$ cat src/rtl/audio_pkg.sv
// audio_pkg: shared volume/mode encodings and the sign-preserving scale helper
package audio_pkg;

    localparam logic [1:0] VOL_MUTE = 2'd0;
    localparam logic [1:0] VOL_QTR  = 2'd1;
    localparam logic [1:0] VOL_HALF = 2'd2;
    localparam logic [1:0] VOL_FULL = 2'd3;

    localparam logic MODE_LJ  = 1'b0;
    localparam logic MODE_I2S = 1'b1;

    function automatic logic signed [31:0] ashr(input logic signed [31:0] x, input int sh);
        return x >>> sh;
    endfunction

endpackage

$ cat src/rtl/audio_sample_proc.sv
// audio_sample_proc: width conversion, mono mix, volume and attenuation in one register stage
module audio_sample_proc
    import audio_pkg::*;
#(
    parameter int IN_W      = 18,
    parameter int DATA_W    = 16,
    parameter int STEREO    = 1,
    parameter int ATT_SHIFT = 0
) (
    input  logic              clk,
    input  logic              reset,
    input  logic [1:0]        volume,
    input  logic [IN_W-1:0]   audio_l,
    input  logic [IN_W-1:0]   audio_r,
    output logic [DATA_W-1:0] left,
    output logic [DATA_W-1:0] right
);

    logic signed [DATA_W-1:0] l_cv, r_cv, mono, l_sel, r_sel, l_fin, r_fin;
    logic signed [DATA_W:0]   sum;
    int                       vol_sh;

    // drop LSBs, optionally average the channels (one extra bit keeps the sum exact), then scale
    always_comb begin
        l_cv   = DATA_W'($signed(audio_l) >>> (IN_W - DATA_W));
        r_cv   = DATA_W'($signed(audio_r) >>> (IN_W - DATA_W));
        sum    = (DATA_W+1)'(l_cv) + (DATA_W+1)'(r_cv);
        mono   = DATA_W'(sum >>> 1);
        l_sel  = (STEREO != 0) ? l_cv : mono;
        r_sel  = (STEREO != 0) ? r_cv : mono;
        vol_sh = (volume == VOL_FULL) ? 0 : (volume == VOL_HALF) ? 1 : (volume == VOL_QTR) ? 2 : 0;
        l_fin  = DATA_W'(ashr(ashr(32'(l_sel), vol_sh), ATT_SHIFT));
        r_fin  = DATA_W'(ashr(ashr(32'(r_sel), vol_sh), ATT_SHIFT));
    end

    // pipeline register; mute overrides the scaled value
    always_ff @(posedge clk) begin
        if (reset) begin
            left  <= '0;
            right <= '0;
        end else begin
            left  <= (volume == VOL_MUTE) ? '0 : l_fin;
            right <= (volume == VOL_MUTE) ? '0 : r_fin;
        end
    end

endmodule

$ cat src/rtl/i2s_audio_tx.sv
// i2s_audio_tx: clock-enable bit clock divider and L/R frame serializer for I2S / left-justified DACs
module i2s_audio_tx
    import audio_pkg::*;
#(
    parameter int IN_W      = 18,
    parameter int DATA_W    = 16,
    parameter int STEREO    = 1,
    parameter int ATT_SHIFT = 0,
    parameter int DIV_W     = 8
) (
    input  logic             clk,
    input  logic             reset,
    input  logic [DIV_W-1:0] clk_div,
    input  logic             i2s_mode,
    input  logic [1:0]       volume,
    input  logic [IN_W-1:0]  audio_l,
    input  logic [IN_W-1:0]  audio_r,
    output logic             bck,
    output logic             ws,
    output logic             din,
    output logic             frame_strobe
);

    localparam int             FW   = 2 * DATA_W;
    localparam int             BW   = $clog2(FW);
    localparam logic [BW-1:0]  LAST = BW'(FW - 1);
    localparam logic [BW-1:0]  HALF = BW'(DATA_W);

    logic [DIV_W-1:0]  cnt;
    logic [BW-1:0]     bit_cnt, bit_nxt, bit_ahead;
    logic [FW-1:0]     shreg;
    logic [DATA_W-1:0] left, right;
    logic              tick, fall, wrap;

    audio_sample_proc #(
        .IN_W     (IN_W),
        .DATA_W   (DATA_W),
        .STEREO   (STEREO),
        .ATT_SHIFT(ATT_SHIFT)
    ) u_proc (
        .clk    (clk),
        .reset  (reset),
        .volume (volume),
        .audio_l(audio_l),
        .audio_r(audio_r),
        .left   (left),
        .right  (right)
    );

    // divider terminal count, falling event, next slot and the slot one bck ahead (I2S word select lead)
    always_comb begin
        tick      = cnt >= clk_div;
        fall      = bck && tick;
        wrap      = bit_cnt == LAST;
        bit_nxt   = wrap ? '0 : bit_cnt + BW'(1);
        bit_ahead = (bit_nxt == LAST) ? '0 : bit_nxt + BW'(1);
    end

    // bck divider plus serializer; a new L/R pair is latched whenever the slot counter wraps
    always_ff @(posedge clk) begin
        if (reset) begin
            cnt          <= '0;
            bck          <= 1'b0;
            bit_cnt      <= LAST;
            shreg        <= '0;
            ws           <= 1'b0;
            din          <= 1'b0;
            frame_strobe <= 1'b0;
        end else begin
            cnt          <= tick ? '0 : cnt + DIV_W'(1);
            bck          <= tick ? ~bck : bck;
            frame_strobe <= fall && wrap;
            if (fall) begin
                bit_cnt <= bit_nxt;
                shreg   <= wrap ? {left, right} : shreg << 1;
                din     <= wrap ? left[DATA_W-1] : shreg[FW-2];
                ws      <= (i2s_mode == MODE_LJ) ? (bit_nxt >= HALF) : (bit_ahead >= HALF);
            end
        end
    end

endmodule

$ cat config.mk
export PLATFORM = sky130hd
export DESIGN_NAME = i2s_audio_tx
export DESIGN_NICKNAME = d
export VERILOG_FILES = /design/src/rtl/audio_pkg.sv /design/src/rtl/audio_sample_proc.sv /design/src/rtl/i2s_audio_tx.sv
export SDC_FILE = /design/constraint.sdc
export NUM_CORES = 1
export LEC_CHECK = 0
export ABC_AREA = 1
export BUFFER_PORTS_ARGS = -buffer_cell sky130_fd_sc_hd__buf_4
export CELL_PAD_IN_SITES_DETAIL_PLACEMENT = 1
export CELL_PAD_IN_SITES_GLOBAL_PLACEMENT = 2
export CORE_MARGIN = 5
export CORE_UTILIZATION = 25
export CTS_CLUSTER_DIAMETER = 60
export DETAILED_ROUTE_END_ITERATION = 8
export PLACE_DENSITY_LB_ADDON = 0.3
export SYNTH_ARGS = -nofsm -noshare
export SYNTH_HDL_FRONTEND = slang
export SYNTH_SLANG_ARGS = --single-unit
$ cat constraint.sdc
create_clock -name clk -period 2.3 [get_ports clk]
set_clock_uncertainty 0.05 [all_clocks]
set_input_delay 0.115 -clock clk [delete_from_list [all_inputs] [get_ports clk]]
set_output_delay 0.115 -clock clk [all_outputs]
set_load 0.02 [all_outputs]
== Yosys cells after proc, flatten, opt, wreduce, memory -nomap -nowiden ==
Index checks and enable logic that the tools add are counted.

* Word-level logic and storage cells: 36
* ROM bits: 0
* Flip-flop bits (word level): 80
* Output and inout port bits: 4
* Memory bits (writable): 0
* Memories kept: 0
* Latch bits: 0
* Input bits: 49

* Muxes and demuxes: 8
* $mul: 0
* Add/subtract/negate cells: 3
* Order comparisons: 3
* Reduce and logical (&&, ||, !) cells: 5
* Bitwise gates (word level): 1
* Equal/unequal tests: 5
* Div/mod/pow operators: 0
* Shift-type cells: 2

{| class="wikitable"
|+ Operator list
! kind !! count
|-
| 32-bit two-way mux || 2
|-
| 16-bit by 32-bit >>> shifter with 16-bit output || 2
|-
| 31-bit two-way mux || 1
|-
| 5-bit by 1-bit adder with 5-bit output (second input constant) || 2
|-
| 5-bit equality test (second input constant) || 2
|-
| 5-bit greater-or-equal comparator (second input constant) || 2
|-
| 5-bit two-way mux || 2
|-
| 8-bit by 1-bit adder with 8-bit output (second input constant) || 1
|-
| 8-bit greater-or-equal comparator || 1
|-
| 2-bit equality test (second input constant) || 2
|-
| 2-bit OR reduction || 2
|-
| 2-bit by 1-bit equality test with 1-bit output (second input constant) || 1
|-
| 1-bit logical AND || 2
|-
| 2-bit logical NOT || 1
|-
| 1-bit two-way mux || 2
|-
| 2-bit two-way mux || 1
|-
| 1-bit NOT || 1
|}

== Depth between registers and ports, before layout ==
* Depth in word-level cells: 6
* Gate-level depth with buffers: 14
* Gate-level depth less buffers: 13

== By module ==
A second synthesis with hierarchy kept.

* Cell total of the unflattened synthesis: 572
* Area total of the unflattened synthesis: 4091.4 µm²

{| class="wikitable"
|+ Modules (own cells, without submodules)
! module !! seq. area each (µm²) !! cells an instance !! area each (µm²) !! times used
|-
| i2s_audio_tx || 960.9 || 339 || 2615.0 || 1
|-
| audio_sample_proc || 640.6 || 233 || 1476.4 || 1
|}

== Worst setup path after synthesis ==
No wires, ideal clock.

* Path kind: register -> register
* From: reg bit_cnt[0]
* To: reg ws
* Required time: 2.137 ns
* Library setup time: 0.113 ns
* Path buffers: 1
* Cell stages (with the launch flop): 14
* Setup slack: 0.606 ns
* Arrival time: 1.532 ns
* Period minus slack after synthesis: 1.694 ns
* Cells stage by stage: dfxtp_1 ha_1 nand2_1 nor2_1 ha_1 buf_2 inv_1 nand2_1 nor2_1 nand2_1 nand2_1 nand2_1 nor2_1 nor2_1

* Longest elaborated chain between the ends: 6
* Elaborated cells on any way between the ends: 9
* Those cells by class: 2 x add/sub; 2 x order compare; 2 x eq/ne; 3 x mux

{| class="wikitable"
|+ RTL lines
! element !! RTL line !! text
|-
| start, declared || i2s_audio_tx.sv:30 || <nowiki>logic [BW-1:0] bit_cnt, bit_nxt, bit_ahead;</nowiki>
|-
| start signal, assigned || i2s_audio_tx.sv:74 || <nowiki>bit_cnt <= bit_nxt;</nowiki>
|-
| 5-bit by 1-bit adder with 5-bit output or 5-bit equality test (tied branches) || i2s_audio_tx.sv:55, i2s_audio_tx.sv:54 ||
|-
| 5-bit two-way mux (*) || i2s_audio_tx.sv:55 || <nowiki>bit_nxt = wrap ? '0 : bit_cnt + BW'(1);</nowiki>
|-
| 5-bit by 1-bit adder with 5-bit output or 5-bit equality test (tied branches) || i2s_audio_tx.sv:56 || <nowiki>bit_ahead = (bit_nxt == LAST) ? '0 : bit_nxt + BW'(1);</nowiki>
|-
| 5-bit two-way mux || i2s_audio_tx.sv:56 ||
|-
| 5-bit greater-or-equal comparator || i2s_audio_tx.sv:77 || <nowiki>ws <= (i2s_mode == MODE_LJ) ? (bit_nxt >= HALF) : (bit_ahead >= HALF);</nowiki>
|-
| 1-bit two-way mux (*) || i2s_audio_tx.sv:77 ||
|-
| end signal, assigned || i2s_audio_tx.sv:77 ||
|-
| end, declared || i2s_audio_tx.sv:19 || <nowiki>output logic ws,</nowiki>
|}

Mark *: on every way between the ends. The rest lies on a longest branch, timed or not.
A chain may end at the register's enable or synchronous reset.

== Worst setup path after layout ==
* From: reg cnt[5]
* To: reg shreg[9]

* Longest elaborated chain between the ends: 2

{| class="wikitable"
|+ RTL lines
! element !! RTL line !! text
|-
| start, declared || i2s_audio_tx.sv:29 || <nowiki>logic [DIV_W-1:0] cnt;</nowiki>
|-
| start signal, assigned || i2s_audio_tx.sv:70 || <nowiki>cnt <= tick ? '0 : cnt + DIV_W'(1);</nowiki>
|-
| 8-bit greater-or-equal comparator || i2s_audio_tx.sv:52 || <nowiki>tick = cnt >= clk_div;</nowiki>
|-
| 1-bit logical AND || i2s_audio_tx.sv:53 || <nowiki>fall = bck && tick;</nowiki>
|-
| end signal, assigned || i2s_audio_tx.sv:75 || <nowiki>shreg <= wrap ? {left, right} : shreg << 1;</nowiki>
|-
| end, declared || i2s_audio_tx.sv:31 || <nowiki>logic [FW-1:0] shreg;</nowiki>
|}

Every way passes these cells.

==> run_results.csv <==
group,metric,value,unit
layout,syn_to_final_growth,25.78,%
timing,finalSetupTns,0,ns
grt,grt_first_pass_wirelength,16300,um
die,initial_utilization,0.2537,
timing,timing.final.crit_share,0.8561,
synthesis,ys.warnings.count,0,
cts,clk_root_buffer_cell,"sky130_fd_sc_hd__clkbuf_16",
synthesis,nets_in_the_synthesized_netlist,603,
grt,antenna_found_initial,0,
timing,finalWorstSetupSlack,0.3311,ns
timing,hold_slack,0.008842,ns
timing,slew_headroom,0.5190,
worst_setup_path,critical_path.startpoint_type,"register",
worst_hold_path,min_from,"audio_r[12]",
timing,timing_max_transition_violations_final,0,
layout,final_net_count,658,
power_and_ir_drop,sequentialPowerShare,0.465,
grt,pin_count_of_the_biggest_net_entering_global_routing,70,
status,outcome,"finished clean",
drt,vias,3521,
worst_hold_path,timing.hold.worst_path_depth,3,
layout,commonest_cells_after_routing_fill_and_taps_aside,"sky130_fd_sc_hd__nand2_1, sky130_fd_sc_hd__nor2_1, sky130_fd_sc_hd__dfxtp_1, sky130_fd_sc_hd__inv_1, sky130_fd_sc_hd__buf_4",
synthesis,syn-mean-instance-area,7.064,um2
worst_setup_path,path_class,"register to register",
drt,route.final.wire_length,9521,um
synthesis,synth.top_cells.by_area,"sky130_fd_sc_hd__dfxtp_1, sky130_fd_sc_hd__nand2_1, sky130_fd_sc_hd__nor2_1, sky130_fd_sc_hd__inv_1, sky130_fd_sc_hd__o221ai_1",
synthesis,synth_cell_type_count,33,
drt,drt_drc_violations_left,0,
worst_setup_path,r2r_start,"cnt[5]$_SDFF_PP0_",
layout,final.fill_count,1844,
synthesis,synth.ff_latch_count,80,
drt,drt-initial-drc-count,171,
die,number_of_rows_created_at_floorplan,45,
power_and_ir_drop,irDropWorstVdd,0.3162,mV
worst_setup_path,crit_path_cell_trace,"ha_1 > a21oi_1 > nor2_1 > nor2_2 > nand3_4 > nand2_4 > buf_12 > nand2_1 > nand2_1 > nor2_1",
layout,drive_gt1_frac,0.1362,
power_and_ir_drop,switching_part_of_the_total,0.2474,
worst_hold_path,worst_hold_path.endpoint,"u_proc.right[10]$_SDFF_PP0_",
worst_setup_path,critical_path.slowest_cell,"sky130_fd_sc_hd__dfxtp_1",
layout,most_common_cell_after_layout_fill_and_taps_aside,"sky130_fd_sc_hd__nand2_1",
die,die_y,133.8,um
timing,worstMarginPinSlew,0.7171,ns
timing,clock.fmax,507.9,MHz
worst_setup_path,worst_r2r_path_depth,10,
power_and_ir_drop,power.density_cell_area,647.5,mW/mm2
layout,final_cell_count_no_fill,790,
power_and_ir_drop,power.share.combinational,0.098,
grt,global_route_usage_sum,0.1096,
power_and_ir_drop,power.leakage,2.397,nW
timing,final-setup-viol-count,0,
placement,pre_cts_slack,0.3120,ns
synthesis,syn-instance-count,542,
flow_run,maxcap_violations,0,
die,floorplan.die.width,133.8,um
drt,postRouteAntennaNets,0,
synthesis,post_synth_instance_area,0.003829,mm2
placement,place_inst,756,
worst_setup_path,critPathMaxStageDelay,0.39,ns
cts,cts_hold_buf,18,
worst_hold_path,worstHoldPathType,"primary input to register",
drt,drt_first_pass_iters,4,
worst_setup_path,critPathArrivalTime,2.15,ns
cts,ctsLongestPathBuffers,2,
power_and_ir_drop,power.net_switching,0.7714,mW
die,core_region_area,0.01509,mm2
layout,antenna_cells_inserted,0,
placement,place.gp.congestion,0.7653,
grt,via_count_of_the_first_global_routing_pass,3458,
timing,rsz0062_at_grt,"no",
placement,io_buffer_count,48,
cts,clk_transition_reported_paths,0.07,ns
cts,post_cts.resized_instances,0,
cts,cts.sink_count,80,
die,design.portCount,53,
worst_setup_path,worst-r2r-setup-slack,0.33,ns
power_and_ir_drop,power.share.clock,0.437,
cts,cts_htree_levels,3,
placement,hpwlAfterDp,6828,um
worst_setup_path,worstPathMaxFanout,69,
cts,tritoncts.num_buffers,9,
die,design.die.area,0.01789,mm2
worst_setup_path,required,2.48,ns
synthesis,leading_area_contributor_after_synthesis,"sky130_fd_sc_hd__dfxtp_1",
grt,globalRoute.totalOverflow,0,
cts,tritoncts,"built",
cts,cts_setup_buffers,0,
timing,finalCriticalPeriod,1.969,ns
drt,vias_per_cell,4.457,
power_and_ir_drop,p_int,2.347,mW
synthesis,synth_top_cell_area_share,0.4183,
timing,final_report_hold_violation_count,0,
synthesis,synth-seq-area-share,0.4183,
drt,mean_routed_wirelength_per_cell,12.05,um
cts,clk-insertion-delay-late,0.34,ns
worst_setup_path,rr_endpoint,"shreg[9]$_SDFFE_PP0P_",
worst_setup_path,critical_path.endpoint_type,"register",
## stage by stage
step	cell area [um2]	util	power, mW
floorplan	3829	-	1.638
global route	4816	0.3192	3.277
finish	4816	0.3192	3.118
CTS	4816	0.3192	3.181
global placement	4347	0.2881	1.760
detailed placement	4347	0.2881	1.768
## worst max-delay path by stage
stage	startpoint	endpoint	slack, ns	depth (start not counted)
after floorplan	bit_cnt[0]$_SDFFE_PP1P_	ws$_SDFFE_PP0P_	0.61	13
after global placement	cnt[5]$_SDFF_PP0_	shreg[30]$_SDFFE_PP0P_	0.38	10
after detailed placement	cnt[5]$_SDFF_PP0_	shreg[10]$_SDFFE_PP0P_	0.31	10
after CTS	cnt[5]$_SDFF_PP0_	shreg[10]$_SDFFE_PP0P_	0.30	10
after global routing	cnt[5]$_SDFF_PP0_	shreg[14]$_SDFFE_PP0P_	0.09	10
final	cnt[5]$_SDFF_PP0_	shreg[9]$_SDFFE_PP0P_	0.33	10
## layout make-up
class | instances | area, um2 | share of cell area
multi-input combinational | 360 | 1798 | 0.3733
sequential | 80 | 1602 | 0.3326
clock inverter | 6 | 50.05 | 0.01039
inverter | 73 | 274.0 | 0.05690
tap | 188 | 235.2 | 0.04884
clock buffer | 10 | 239.0 | 0.04962
timing repair buffer | 73 | 618.1 | 0.1283
## cell usage after synthesis (all sizes together)
cell	count
nor3	11
nand3b	5
nor2	94
o221ai	23
nand2	128
clkbuf	11
a31oi	1
buf	18
dfxtp	80
inv	72
ha	12
xor2	3
nand4	4
a21oi	21
clkinv	1
nor3b	1
or2	1
nand3	13
a211oi	3
xnor2	1
a22oi	1
a21o	1
o21ai	37
## registers in the layout, indices dropped and copies added, names as in the netlist
name          flops
u_proc.left      16
bit_cnt           5
ws                1
shreg            31
din               1
bck               1
u_proc.right     16
frame_strobe      1
cnt               8
## worst max-delay path: cells and delay by family (launching register included)
family | cells | cell delay [ns]
adders and majority gates | 1 | 0.27
buffers and inverters | 1 | 0.28
and+or+nand+nor | 7 | 0.69
AOI/OAI and AO/OA | 1 | 0.14
DFF | 1 | 0.39
## power groups by stage
stage | logic, mW | registers, mW | clock network [mW]
6_report | 0.306 | 1.45 | 1.36
5_1_grt | 0.347 | 1.46 | 1.47
4_1_cts | 0.310 | 1.45 | 1.42
3_5_place_dp | 0.285 | 1.48 | 0
3_3_place_gp | 0.277 | 1.48 | 0
2_1_floorplan | 0.162 | 1.48 | 0
## per-layer routing
metal  GRT usage  up-vias  wire length (um)
li1            -     1831                 -
met1      0.1524     1615              4890
met5           0        -                 0
met4     0.03943        0               130
met3     0.02644       10               434
met2      0.1648       65              4065
## cell families (layout without fill, tap and decap cells)
kind of cell,Yosys count,count (layout),share of synthesized area
buffers and inverters,102,162,0.1127
adders and majority gates,12,12,0.03921
AOI/OAI and AO/OA,87,87,0.1409
and+or+nand+nor,257,257,0.2797
xor gates and xnor gates,4,4,0.009152
DFF,80,80,0.4183
Power figures use the tool's default switching activity.
